## src/rtl/bcd_ctrl_pkg.sv

```systemverilog
// Shared types and helpers for the three-decade BCD count controller.
// Holds the FSM and op-code encodings plus BCD digit utilities.
package bcd_ctrl_pkg;

  typedef enum logic [1:0] {
    ST_IDLE  = 2'd0,
    ST_RUN   = 2'd1,
    ST_PAUSE = 2'd2,
    ST_DONE  = 2'd3
  } state_e;

  typedef enum logic [1:0] {
    OP_CLEAR = 2'd0,
    OP_LOAD  = 2'd1,
    OP_START = 2'd2,
    OP_STOP  = 2'd3
  } op_e;

  typedef logic [3:0] bcd_digit_t;

  typedef struct packed {
    bcd_digit_t hundreds;
    bcd_digit_t tens;
    bcd_digit_t units;
  } bcd3_t;

  localparam bcd_digit_t BCD_MAX = 4'd9;

  function automatic logic is_bcd(input bcd3_t v);
    return (v.hundreds <= BCD_MAX) && (v.tens <= BCD_MAX) && (v.units <= BCD_MAX);
  endfunction

endpackage

```

## src/rtl/bcd_digit.sv

```systemverilog
// One BCD decade: clear beats load beats count; carry flags a 9->0 roll
// so the next decade can be enabled in the same cycle.
module bcd_digit
  import bcd_ctrl_pkg::*;
(
  input  logic       clk,
  input  logic       rst,
  input  logic       en,
  input  logic       load,
  input  logic [3:0] load_val,
  input  logic       clear,
  output logic [3:0] q,
  output logic       carry
);

  assign carry = en && (q == BCD_MAX);

  // NOTE: clocked state uses non-blocking assignments so every register
  // samples pre-edge values and simulation matches the synthesized flops.
  always_ff @(posedge clk or posedge rst) begin
    if (rst)            q <= '0;
    else if (clear)     q <= '0;
    else if (load)      q <= load_val;
    else if (en)        q <= (q == BCD_MAX) ? 4'd0 : q + 4'd1;
  end

endmodule

```

## src/rtl/bcd_count_ctrl.sv

```systemverilog
// Command-driven three-digit BCD counter: CLEAR/LOAD/START/STOP decode,
// target register and completion compare around a chain of bcd_digit decades.
module bcd_count_ctrl
  import bcd_ctrl_pkg::*;
(
  input  logic        clk,
  input  logic        rst,
  input  logic        cmd_valid,
  output logic        cmd_ready,
  input  logic [1:0]  cmd_op,
  input  logic [11:0] cmd_data,
  input  logic        tick,
  output logic [3:0]  units,
  output logic [3:0]  tens,
  output logic [3:0]  hundreds,
  output logic [1:0]  state,
  output logic        done,
  output logic        err
);

  state_e state_q, state_n;
  bcd3_t  target_q;
  bcd3_t  cnt, next_cnt, data;
  op_e    op;
  logic   ready_q, done_q, err_q;
  logic   accept, run_tick;
  logic   clr_cnt, load_cnt, tgt_we, done_n, err_n;
  logic   carry_u, carry_t, carry_h;

  assign data   = cmd_data;
  assign op     = op_e'(cmd_op);
  assign accept = cmd_valid && ready_q;
  // An accepted command always wins over a tick in the same cycle.
  assign run_tick = (state_q == ST_RUN) && tick && !accept;

  bcd_digit u_units (
    .clk(clk), .rst(rst), .en(run_tick), .load(load_cnt), .load_val(data.units),
    .clear(clr_cnt), .q(cnt.units), .carry(carry_u)
  );

  bcd_digit u_tens (
    .clk(clk), .rst(rst), .en(carry_u), .load(load_cnt), .load_val(data.tens),
    .clear(clr_cnt), .q(cnt.tens), .carry(carry_t)
  );

  bcd_digit u_hundreds (
    .clk(clk), .rst(rst), .en(carry_t), .load(load_cnt), .load_val(data.hundreds),
    .clear(clr_cnt), .q(cnt.hundreds), .carry(carry_h)
  );

  // Post-increment value, valid whenever run_tick is high.
  always_comb begin
    next_cnt.units    = carry_u ? 4'd0 : cnt.units + 4'd1;
    next_cnt.tens     = carry_u ? (carry_t ? 4'd0 : cnt.tens + 4'd1) : cnt.tens;
    next_cnt.hundreds = carry_t ? (carry_h ? 4'd0 : cnt.hundreds + 4'd1) : cnt.hundreds;
  end

  always_ff @(posedge clk or posedge rst) begin
    if (rst) state_q <= ST_IDLE;
    else     state_q <= state_n;
  end

  // NOTE: every output of this block is defaulted first so no path leaves
  // a signal unassigned, which would otherwise infer a latch.
  always_comb begin
    state_n  = state_q;
    clr_cnt  = 1'b0;
    load_cnt = 1'b0;
    tgt_we   = 1'b0;
    done_n   = 1'b0;
    err_n    = 1'b0;
    if (accept) begin
      unique case (op)
        OP_CLEAR: begin
          clr_cnt = 1'b1;
          state_n = ST_IDLE;
        end
        OP_LOAD: begin
          if (!is_bcd(data)) err_n = 1'b1;
          else begin
            load_cnt = 1'b1;
            state_n  = ST_IDLE;
          end
        end
        OP_START: begin
          if (!is_bcd(data)) err_n = 1'b1;
          else if (state_q != ST_RUN) begin
            tgt_we  = 1'b1;
            clr_cnt = (state_q == ST_DONE);
            state_n = ST_RUN;
          end
        end
        OP_STOP: begin
          if (state_q == ST_RUN) state_n = ST_PAUSE;
        end
        default: ;
      endcase
    end else if (run_tick && (next_cnt == target_q)) begin
      // Only a real increment can complete, so target==count at START needs a full wrap.
      state_n = ST_DONE;
      done_n  = 1'b1;
    end
  end

  always_ff @(posedge clk or posedge rst) begin
    if (rst) begin
      target_q <= '0;
      ready_q  <= 1'b0;
      done_q   <= 1'b0;
      err_q    <= 1'b0;
    end else begin
      if (tgt_we) target_q <= data;
      ready_q <= 1'b1;
      done_q  <= done_n;
      err_q   <= err_n;
    end
  end

  assign cmd_ready = ready_q;
  assign units     = cnt.units;
  assign tens      = cnt.tens;
  assign hundreds  = cnt.hundreds;
  assign state     = state_q;
  assign done      = done_q;
  assign err       = err_q;

endmodule

```

## config.mk

```make
export PLATFORM = sky130hd
export DESIGN_NAME = bcd_count_ctrl
export DESIGN_NICKNAME = d
export VERILOG_FILES = /design/src/rtl/bcd_ctrl_pkg.sv /design/src/rtl/bcd_digit.sv /design/src/rtl/bcd_count_ctrl.sv
export SDC_FILE = /design/constraint.sdc
export NUM_CORES = 1
export LEC_CHECK = 0
export ABC_AREA = 0
export BUFFER_PORTS_ARGS = -buffer_cell sky130_fd_sc_hd__buf_2
export CORE_ASPECT_RATIO = 1.4
export CORE_MARGIN = 2
export CORE_UTILIZATION = 60
export CTS_CLUSTER_DIAMETER = 80
export CTS_CLUSTER_SIZE = 8
export DETAILED_ROUTE_END_ITERATION = 7
export GPL_TIMING_DRIVEN = 0
export PLACE_DENSITY_LB_ADDON = 0.15
export RECOVER_POWER = 100
export SYNTH_ARGS = -nofsm -noshare
export SYNTH_HDL_FRONTEND = slang
export SYNTH_HIERARCHICAL = 1
export SYNTH_SLANG_ARGS = --single-unit
```

## constraint.sdc

```tcl
create_clock -name clk -period 9 [get_ports clk]
set_input_delay 1.8 -clock clk [delete_from_list [all_inputs] [get_ports clk]]
set_output_delay 1.8 -clock clk [all_outputs]
set_load 0.05 [all_outputs]
```

# After elaboration in Yosys (flattened, before gate mapping)
# Index checks and enable logic that the tools add are counted.
totals:
  out_inout_bits: 17
  elab_cells: 87
  input_bits: 18
  reg_bits: 29
classes:
  order_cmp: 3
  mux: 40
  n_addsub: 3
  eq_ne: 14
  n_reduce_logical: 17
ops:
  columns: ["operator", "n"]
  rows:
  - ["$mux 4", 17]
  - ["$mux 1", 15]
  - ["$add 4x1->4 const B", 3]
  - ["$eq 12x12->1", 1]
  - ["$eq 4x4->1 const B", 3]
  - ["$le 4x4->1 const B", 3]
  - ["$mux 2", 6]
  - ["$ne 3x3->1 const B", 4]
  - ["$logic_and 1x1->1", 9]
  - ["$reduce_bool 3->1", 3]
  - ["$pmux 2 s4", 1]
  - ["$eq 2x2->1 const B", 3]
  - ["$reduce_and 5->1", 1]
  - ["$eq 2x1->1 const B", 2]
  - ["$logic_not 2->1", 1]
  - ["$ne 2x1->1 const B", 1]
  - ["$pmux 1 s2", 1]
  - ["$reduce_bool 2->1", 1]
  - ["$reduce_or 2->1", 1]
  - ["$logic_not 1->1", 1]

# Depth between registers and ports, before layout
# Gate-level depths: netlist (run 1).
depth:
  word_depth: 12
  ltp_mapped: 14
  depth_no_buf: 14

# Cells and area by module
# The synthesis (run 1) kept the hierarchy.
by_module_without_submodules:
  columns: ["module", "area_per_inst_um2", "cells_per_inst", "seq_area_each_um2", "n_inst"]
  rows:
  - ["bcd_count_ctrl", 1300.0, 142, 425.4, 1]
  - ["bcd_digit", 267.8, 30, 100.1, 3]

# Worst setup path after synthesis (run 1)
# Ideal clock, no wire load.
synth_timing:
  path_type: "input to register"
  from: "input cmd_valid"
  to: "register state_q[1] (netlist: state[1])"
  t_required_ns: 8.921
  t_arrival_ns: 5.154
  path_buffers: 0
  stages: 14
  setup_ns: 0.079
  path_slack_ns: 3.767
  cell_sequence: "nand2_1 > and3_1 > nand2_1 > nor3_1 > nand2_1 > nor3_1 > nand2_1 > nor3_1 > nor2_1 > o22ai_1 > a211oi_1 > nor4_1 > nand4_1 > a2bb2oi_1"
synth_between:
  elab_chain_cells: 12
  word_cells_on_any_way: 20
  cone_classes: "eq/ne (5); mux (6); reduce/logical (9)"
synth_rtl:
  columns: ["item", "line_no", "source"]
  rows:
  - ["start: declaration", "bcd_count_ctrl.sv:8", "input logic cmd_valid,"]
  - ["$logic_and 1x1->1", "bcd_count_ctrl.sv:32", "assign accept = cmd_valid && ready_q;"]
  - ["$logic_not 1->1", "bcd_count_ctrl.sv:34", "assign run_tick = (state_q == ST_RUN) && tick && !accept;"]
  - ["$logic_and 1x1->1", "bcd_count_ctrl.sv:34", null]
  - ["net run_tick", "bcd_count_ctrl.sv:26", "logic accept, run_tick;"]
  - ["$logic_and 1x1->1", "bcd_digit.sv:16", "assign carry = en && (q == BCD_MAX);"]
  - ["net carry_u", "bcd_count_ctrl.sv:28", "logic carry_u, carry_t, carry_h;"]
  - ["$logic_and 1x1->1", "bcd_digit.sv:16", null]
  - ["net carry_t", "bcd_count_ctrl.sv:28", null]
  - ["$logic_and 1x1->1", "bcd_digit.sv:16", null]
  - ["net carry_h", "bcd_count_ctrl.sv:28", null]
  - ["$mux 4 (2 in a row)", "bcd_count_ctrl.sv:55", "next_cnt.hundreds = carry_t ? (carry_h ? 4'd0 : cnt.hundreds + 4'd1) : cnt.hundreds;"]
  - ["$eq 12x12->1", "bcd_count_ctrl.sv:98", "end else if (run_tick && (next_cnt == target_q)) begin"]
  - ["$logic_and 1x1->1", "bcd_count_ctrl.sv:98", null]
  - ["$reduce_bool 2->1 (no line)", null, null]
  - ["$reduce_and 5->1 (no line)", null, null]
  - ["end signal: assignment", "bcd_count_ctrl.sv:60", "else state_q <= state_n;"]
  - ["end: declaration", "bcd_count_ctrl.sv:21", "state_e state_q, state_n;"]
# The timed path passes the listed nets, and every way through them passes these cells.
# A chain may end at the register's enable or synchronous reset.

# Worst setup path after layout (run 1)
# Same ends and word-level chain as after synthesis.

==> flow_summary.toml, run 1 <==
[pwr]
p_per_area_nw_per_um2 = 186
peakVddDrop_mv = 0.145
leakagePower_nw = 1.08

[timing]
setup_viol_count_final = 0
timing.final.hold_violations = 0
slew_viol_final = 0
tightest_slew_ns = 1.13
rsz0062_at_grt = "false"
tns_ns = 0
fin_crit_ns = 6.27
fin_skew_ns = 0.00260
max_slew_margin = 0.239
fin_crit_sh = 0.697
max_freq_mhz = 159

[clock_network]
post_cts_resize_count = 0
clk_pin_slew_worst_paths_ns = 0.06
holdBufCountCts = 0
numCtsBuffers = 5
htreeDepth = 2
tritoncts = "yes"
clock-root-buffer = "clkbuf_8"
clock_latency_ns = 0.28
numClockSinks = 29
cts_buffer_depth = 2
cts_setup_buffers = 0

[global_route]
track_usage = 0.261
gr-total-overflow = 0
grt_max_degree = 18
grt_pass1_vias = 1679
antenna_found_initial = 0
grt_first_pass_wirelength_mm = 7.56

[critical_path]
path_class = "in2reg"
crit_arrival_ns = 6.48
cp_max_fo = 10
cp-start-kind = "input port"
cp-end-kind = "flip-flop"
reg2reg_slack_ns = 3.79
cp.required_ns = 9.20

[die]
ios = 35
die_area_um2 = 4000
num_rows = 25
core_um2 = 3380
start_util = 0.623
dieHeight_um = 74.1
fp.dieW_um = 54.0

[drt]
ant_nets = 0
vias = 1852
drt-pass1-iter-count = 4
viasPerCell = 5.90
wl_mm = 4.80
drc_errors = 0
drt-initial-drc-count = 54
wire_per_inst_um = 15.3

[yosys]
yosysWarnings = 6
avgSynthCellArea_um2 = 9.07
yosysSeqAreaShare = 0.345
synth_edf_count = 0
synthArstFlopShare = 1.00
syn_inst = 232
synth_top_area_frac = 0.345
synth_area_um2 = 2100
ys_dominant_reg_cell = "dfrtp_1"
yosysTopAreaCell = "dfrtp_1"
ys_types = 48
synth-seq-cells = 29
syn-num-nets = 258
synth_area_leaders = "dfrtp_1, mux2_2, ha_1"

[cells_and_area]
area_growth_pct = 13.7
fill_cells = 285
nets = 299
fin_cells = 314
diodes = 0
multi_input_area_um2 = 1260
drive_gt1_frac = 0.139
seqCellArea_um2 = 726

[place]
portBuffers = 34
gp_congestion = 0.766
placed_cells = 306
dp_hpwl_mm = 3.58

[run_status]
run_status = "finished clean"

[min_path]
min_path_type = "reg2reg"

[run]
maxCapViolations = 0
[synthesized netlist by cell type, types with 2 or more instances]
library cell   n
dfrtp_1       29
inv_1         17
nand2_1       16
nor2_1        14
nor2b_1       14
mux2_2        10
xnor2_1        9
a21oi_1        8
a31oi_1        8
ha_1           8
nand3_1        8
o21ai_0        8
xor2_1         7
nand2b_1       5
nor3_1         5
mux2i_1        4
o21a_1         4
a211oi_1       3
and3b_1        3
buf_6          3
nand3b_1       3
nand4b_1       3
nor2b_2        3
nor3b_1        3
nor4_1         3
o211ai_1       3
o21ai_1        3
o22ai_1        3
a41oi_1        2
and3_1         2
and4b_1        2
clkbuf_1       2
nand4_1        2
[cells by family after synthesis]
logic type | synth area share
buffers and inverters | 0.0535
muxes | 0.0726
other | 0.00178
and+or+nand+nor | 0.239
adders and majority gates | 0.0476
AOI/OAI and AO/OA | 0.174
DFF | 0.345
xor gates and xnor gates | 0.0666
[stage by stage]
stage	setup WS, ns	utilization	power [W]	cell area, um2	hold WS, ns
CTS	2.68	0.718	0.000449	2420	0.532
detailed placement	2.39	0.688	0.000331	2320	0.518
global placement	2.49	0.688	0.000328	2320	0.512
floorplan	3.77	-	0.000295	2100	0.501
global route	2.22	0.708	0.000472	2390	0.540
finish	2.73	0.708	0.000445	2390	0.532
[where the power goes]
group	internal [W]	total, W	switching, W
Sequential	0.000152	0.000187	0.0000353
Clock	0.0000690	0.000118	0.0000490
Combinational	0.0000577	0.000140	0.0000818
Total	0.000279	0.000445	0.000166
[routing by layer]
metal / global-route usage / vias up / wire length, um
li1: - / 920 / -
met5: 0 / - / 0
met3: 0.0422 / 7 / 187
met4: 0.0889 / 0 / 79
met1: 0.333 / 879 / 2020
met2: 0.443 / 46 / 2520
[critical path, stage by stage]
cell	delay, ns
clkbuf_1	0.10
nand2_1	0.15
and3_1	0.34
nand2_1	0.13
nor3_1	0.92
nand2_1	0.21
nor3_1	0.88
nand2_1	0.23
nor3_1	0.61
nor2_1	0.13
o22ai_1	0.18
a211oi_1	0.10
nor4_1	0.31
nand4_1	0.20
a2bb2oi_1	0.18
[sequential cells by signal, indices dropped and copies added, names as in the netlist]
signal        flops
target_q         12
u_units/q         4
cmd_ready         1
u_hundreds/q      4
done              1
err               1
u_tens/q          4
state             2
[layout by cell type (no fill, tap or decap), drive strengths merged, types with 4 or more instances in the layout]
cell	synthesis	layout
mux2	10	10
nor3	5	5
inv	17	17
nand2	16	16
xor2	7	7
a21oi	8	8
clkbuf	2	30
buf	4	17
dfrtp	29	29
nor2	14	14
xnor2	9	9
ha	8	8
nand3	8	8
mux2i	4	4
o21ai	11	11
o21a	4	4
a211oi	4	4
a31oi	8	8
nand2b	5	5
nor2b	17	17
[final timing paths]
kind	start	end	cells past startpoint
worst max-delay path	cmd_valid	state[1]	15
worst max register to register	state[0]	state[1]	14
min in group asynchronous	rst	u_tens/q[1]	2
max in group asynchronous	rst	target_q[7]	2
worst min-delay path	target_q[6]	target_q[6]	1
worst min register to register	target_q[6]	target_q[6]	1
[layout make-up]
cell class	instances	share of cell area
plain buffers	6	0.0188
clock buffers	7	0.0403
clock inverters	1	0.00209
inverters	17	0.0267
multi-input cells	180	0.527
flip-flops and latches	29	0.304
well taps	40	0.0209
repair buffers	34	0.0607
No activity file was read; power rests on OpenSTA's default activity.
==> run 2, diff against run 1 <==
--- a/config.mk
+++ b/config.mk
@@ -5,11 +5,11 @@
 export SDC_FILE = /design/constraint.sdc
 export NUM_CORES = 1
 export LEC_CHECK = 0
-export ABC_AREA = 0
+export ABC_AREA = 1
 export BUFFER_PORTS_ARGS = -buffer_cell sky130_fd_sc_hd__buf_2
 export CORE_ASPECT_RATIO = 1.4
 export CORE_MARGIN = 2
-export CORE_UTILIZATION = 60
+export CORE_UTILIZATION = 57
 export CTS_CLUSTER_DIAMETER = 80
 export CTS_CLUSTER_SIZE = 8
 export DETAILED_ROUTE_END_ITERATION = 7
==> constraint.sdc (replaced) <==
create_clock -name clk -period 6.18 [get_ports clk]
set_input_delay 1.236 -clock clk [delete_from_list [all_inputs] [get_ports clk]]
set_output_delay 1.236 -clock clk [all_outputs]
set_load 0.05 [all_outputs]
==> flow_summary.toml, run 2 <==
[run_status]
run_status = "finished clean"

[critical_path]
crit_path_frequent_cell = "nand2_1"
crit_slowest_cell = "nor3_1"
path_cells = "buf_2 > nand2_1 > nand2_1 > nor2_1 > inv_1 > nor3_1 > inv_1 > nor3_1 > inv_1 > nor3_1 > inv_1 > nand3_1 > nand2_1 > nand2_1 > nand2_1 > nor2_1 > nand2_1 > nor2_1 > nand3_1 > nand3_1 > nand2_1"
reg2reg_slack_ns = 2.60
crit_arrival_ns = 4.40
cp_max_fo = 5
cp-start-kind = "input port"
cp.required_ns = 6.36
crit_buf_inv = 5
cp_top_family = "simple AND/OR/NAND/NOR gates"
crit_path_max_incr_delay_ns = 0.50
path_class = "in2reg"
cp-end-kind = "flip-flop"

[pwr]
finalPower_w = 0.000705
p_int_w = 0.000399
switchingPower_w = 0.000306
combinationalPowerShare = 0.398
leakagePower_nw = 1.34
p_per_area_nw_per_um2 = 279
clockPowerShare = 0.214
peakVddDrop_mv = 0.435
switching_share = 0.435
sequentialPowerShare = 0.388

[global_route]
grt.busiest_layer = "met2"
antenna_found_initial = 0
gr-usage-met1 = 0.294
grt_max_degree = 18
gr-total-overflow = 0
gr-usage-met2 = 0.456
track_usage = 0.260
grt_first_pass_wirelength_mm = 9.13
grt_pass1_vias = 2159
gr-usage-met3 = 0.0537

[yosys]
synthArstFlopShare = 1.00
synth_area_um2 = 2270
ys_top_cells_by_count = "nand2_1, inv_1, nor2_1"
avgSynthCellArea_um2 = 6.65
syn-num-nets = 368
yosysTopAreaCell = "dfrtp_1"
synth_top_area_frac = 0.319
syn_inst = 342
yosysWarnings = 6
ys_dominant_reg_cell = "dfrtp_1"
synth_area_leaders = "dfrtp_1, nand2_1, inv_1"
yosysMostFrequentCell = "nand2_1"
synth_edf_count = 0
ys_types = 26
synth-seq-cells = 29
yosysSeqAreaShare = 0.319

[clock_network]
tritoncts = "yes"
clk_pin_slew_worst_paths_ns = 0.06
holdBufCountCts = 0
htreeDepth = 2
clock_latency_ns = 0.29
clock-root-buffer = "clkbuf_8"
cts_setup_buffers = 0
post_cts_resize_count = 0
numCtsBuffers = 5
cts_buffer_depth = 2
numClockSinks = 29

[timing]
rsz0062_at_grt = "false"
max_slew_margin = 0.555
timing.final.hold_violations = 0
tns_ns = 0
slew_viol_final = 0
fin_skew_ns = 0.00287
fin_crit_ns = 4.23
max_freq_mhz = 236
fin_ws_ns = 1.95
fin_crit_sh = 0.684
tightest_slew_ns = 0.667
setup_viol_count_final = 0

[run]
maxCapViolations = 0

[place]
placed_cells = 420
dpl_worst_slack_ns = 1.66
dp_hpwl_mm = 4.07
portBuffers = 34
gp_congestion = 0.904

[die]
ios = 35
die_area_um2 = 4520
num_rows = 27
core_um2 = 3880
fp.dieW_um = 57.4
dieHeight_um = 78.7
start_util = 0.586

[cells_and_area]
largest_reg_flops = 12
mostFrequentLayoutCells = "nand2_1, inv_1, nor2_1, nand3_1, dfrtp_1"
top_register = "target_q"
drive_gt1_frac = 0.148
fin_cells = 428
nets = 410
area_growth_pct = 11.0
final_common_cell = "nand2_1"
postLayoutCoreUtil = 0.650
diodes = 0

[drt]
drt-pass1-iter-count = 4
drt-initial-drc-count = 70
wl_mm = 5.32
vias = 2255
viasPerCell = 5.27
ant_nets = 0
wire_per_inst_um = 12.4
drc_errors = 0

[min_path]
min_path_type = "reg2reg"
==> run 2: cell types whose count changed after synthesis, moves of 7 or more <==
cell	change
nor2b_1	-14
inv_1	+26
nand2_1	+87
nand3_1	+21
nor2_1	+25
nand3_2	+7
nand2_2	+10
inv_2	+11
mux2_2	-10
a31oi_1	-8
xnor2_1	-9
==> run 2: cell families after synthesis <==
logic type                 synth area share
other                               0.00165
adders and majority gates            0.0440
buffers and inverters                 0.123
muxes                                0.0264
DFF                                   0.319
and+or+nand+nor                       0.393
AOI/OAI and AO/OA                    0.0886
xor gates and xnor gates            0.00385
==> run 2: final timing paths <==
kind / startpoint / end / depth (start not counted)
worst max register to register: state[1] / state[1] / 20
worst min register to register: target_q[6] / target_q[6] / 1
worst max-delay path: cmd_valid / state[1] / 21
max in group asynchronous: rst / err / 2
min in group asynchronous: rst / u_hundreds/q[3] / 2
worst min-delay path: target_q[6] / target_q[6] / 1
==> run 2: layout make-up <==
class	count	area, um2
fillers	406	1360
multi-input cells	251	1230
flip-flops and latches	29	726
inverters	55	209
repair buffers	35	161
clock buffers	8	80.1
plain buffers	7	63.8
well taps	43	53.8
==> run 2: layer usage <==
layer,wire length (um),vias to the layer above
met5,0,-
met4,159,0
met3,217,11
met2,2710,54
met1,2230,1040
li1,-,1150
==> run 2: power groups by stage <==
| stage | registers (W) | logic [W] | clock network (W) |
|---|---|---|---|
| final | 0.000274 | 0.000281 | 0.000151 |
| after floorplan | 0.000328 | 0.000170 | 0 |
| after global placement | 0.000274 | 0.000283 | 0 |
| after CTS | 0.000273 | 0.000292 | 0.000153 |
| after detailed placement | 0.000276 | 0.000289 | 0 |
| after global routing | 0.000279 | 0.000313 | 0.000159 |
==> run 2: through the flow <==
| stage | instance area [um2] | hold WS, ns |
|---|---|---|
| 5_1_grt | 2520 | 0.536 |
| 3_5_place_dp | 2520 | 0.521 |
| 2_1_floorplan | 2270 | 0.499 |
| 4_1_cts | 2600 | 0.538 |
| 6_report | 2520 | 0.519 |
| 3_3_place_gp | 2500 | 0.515 |
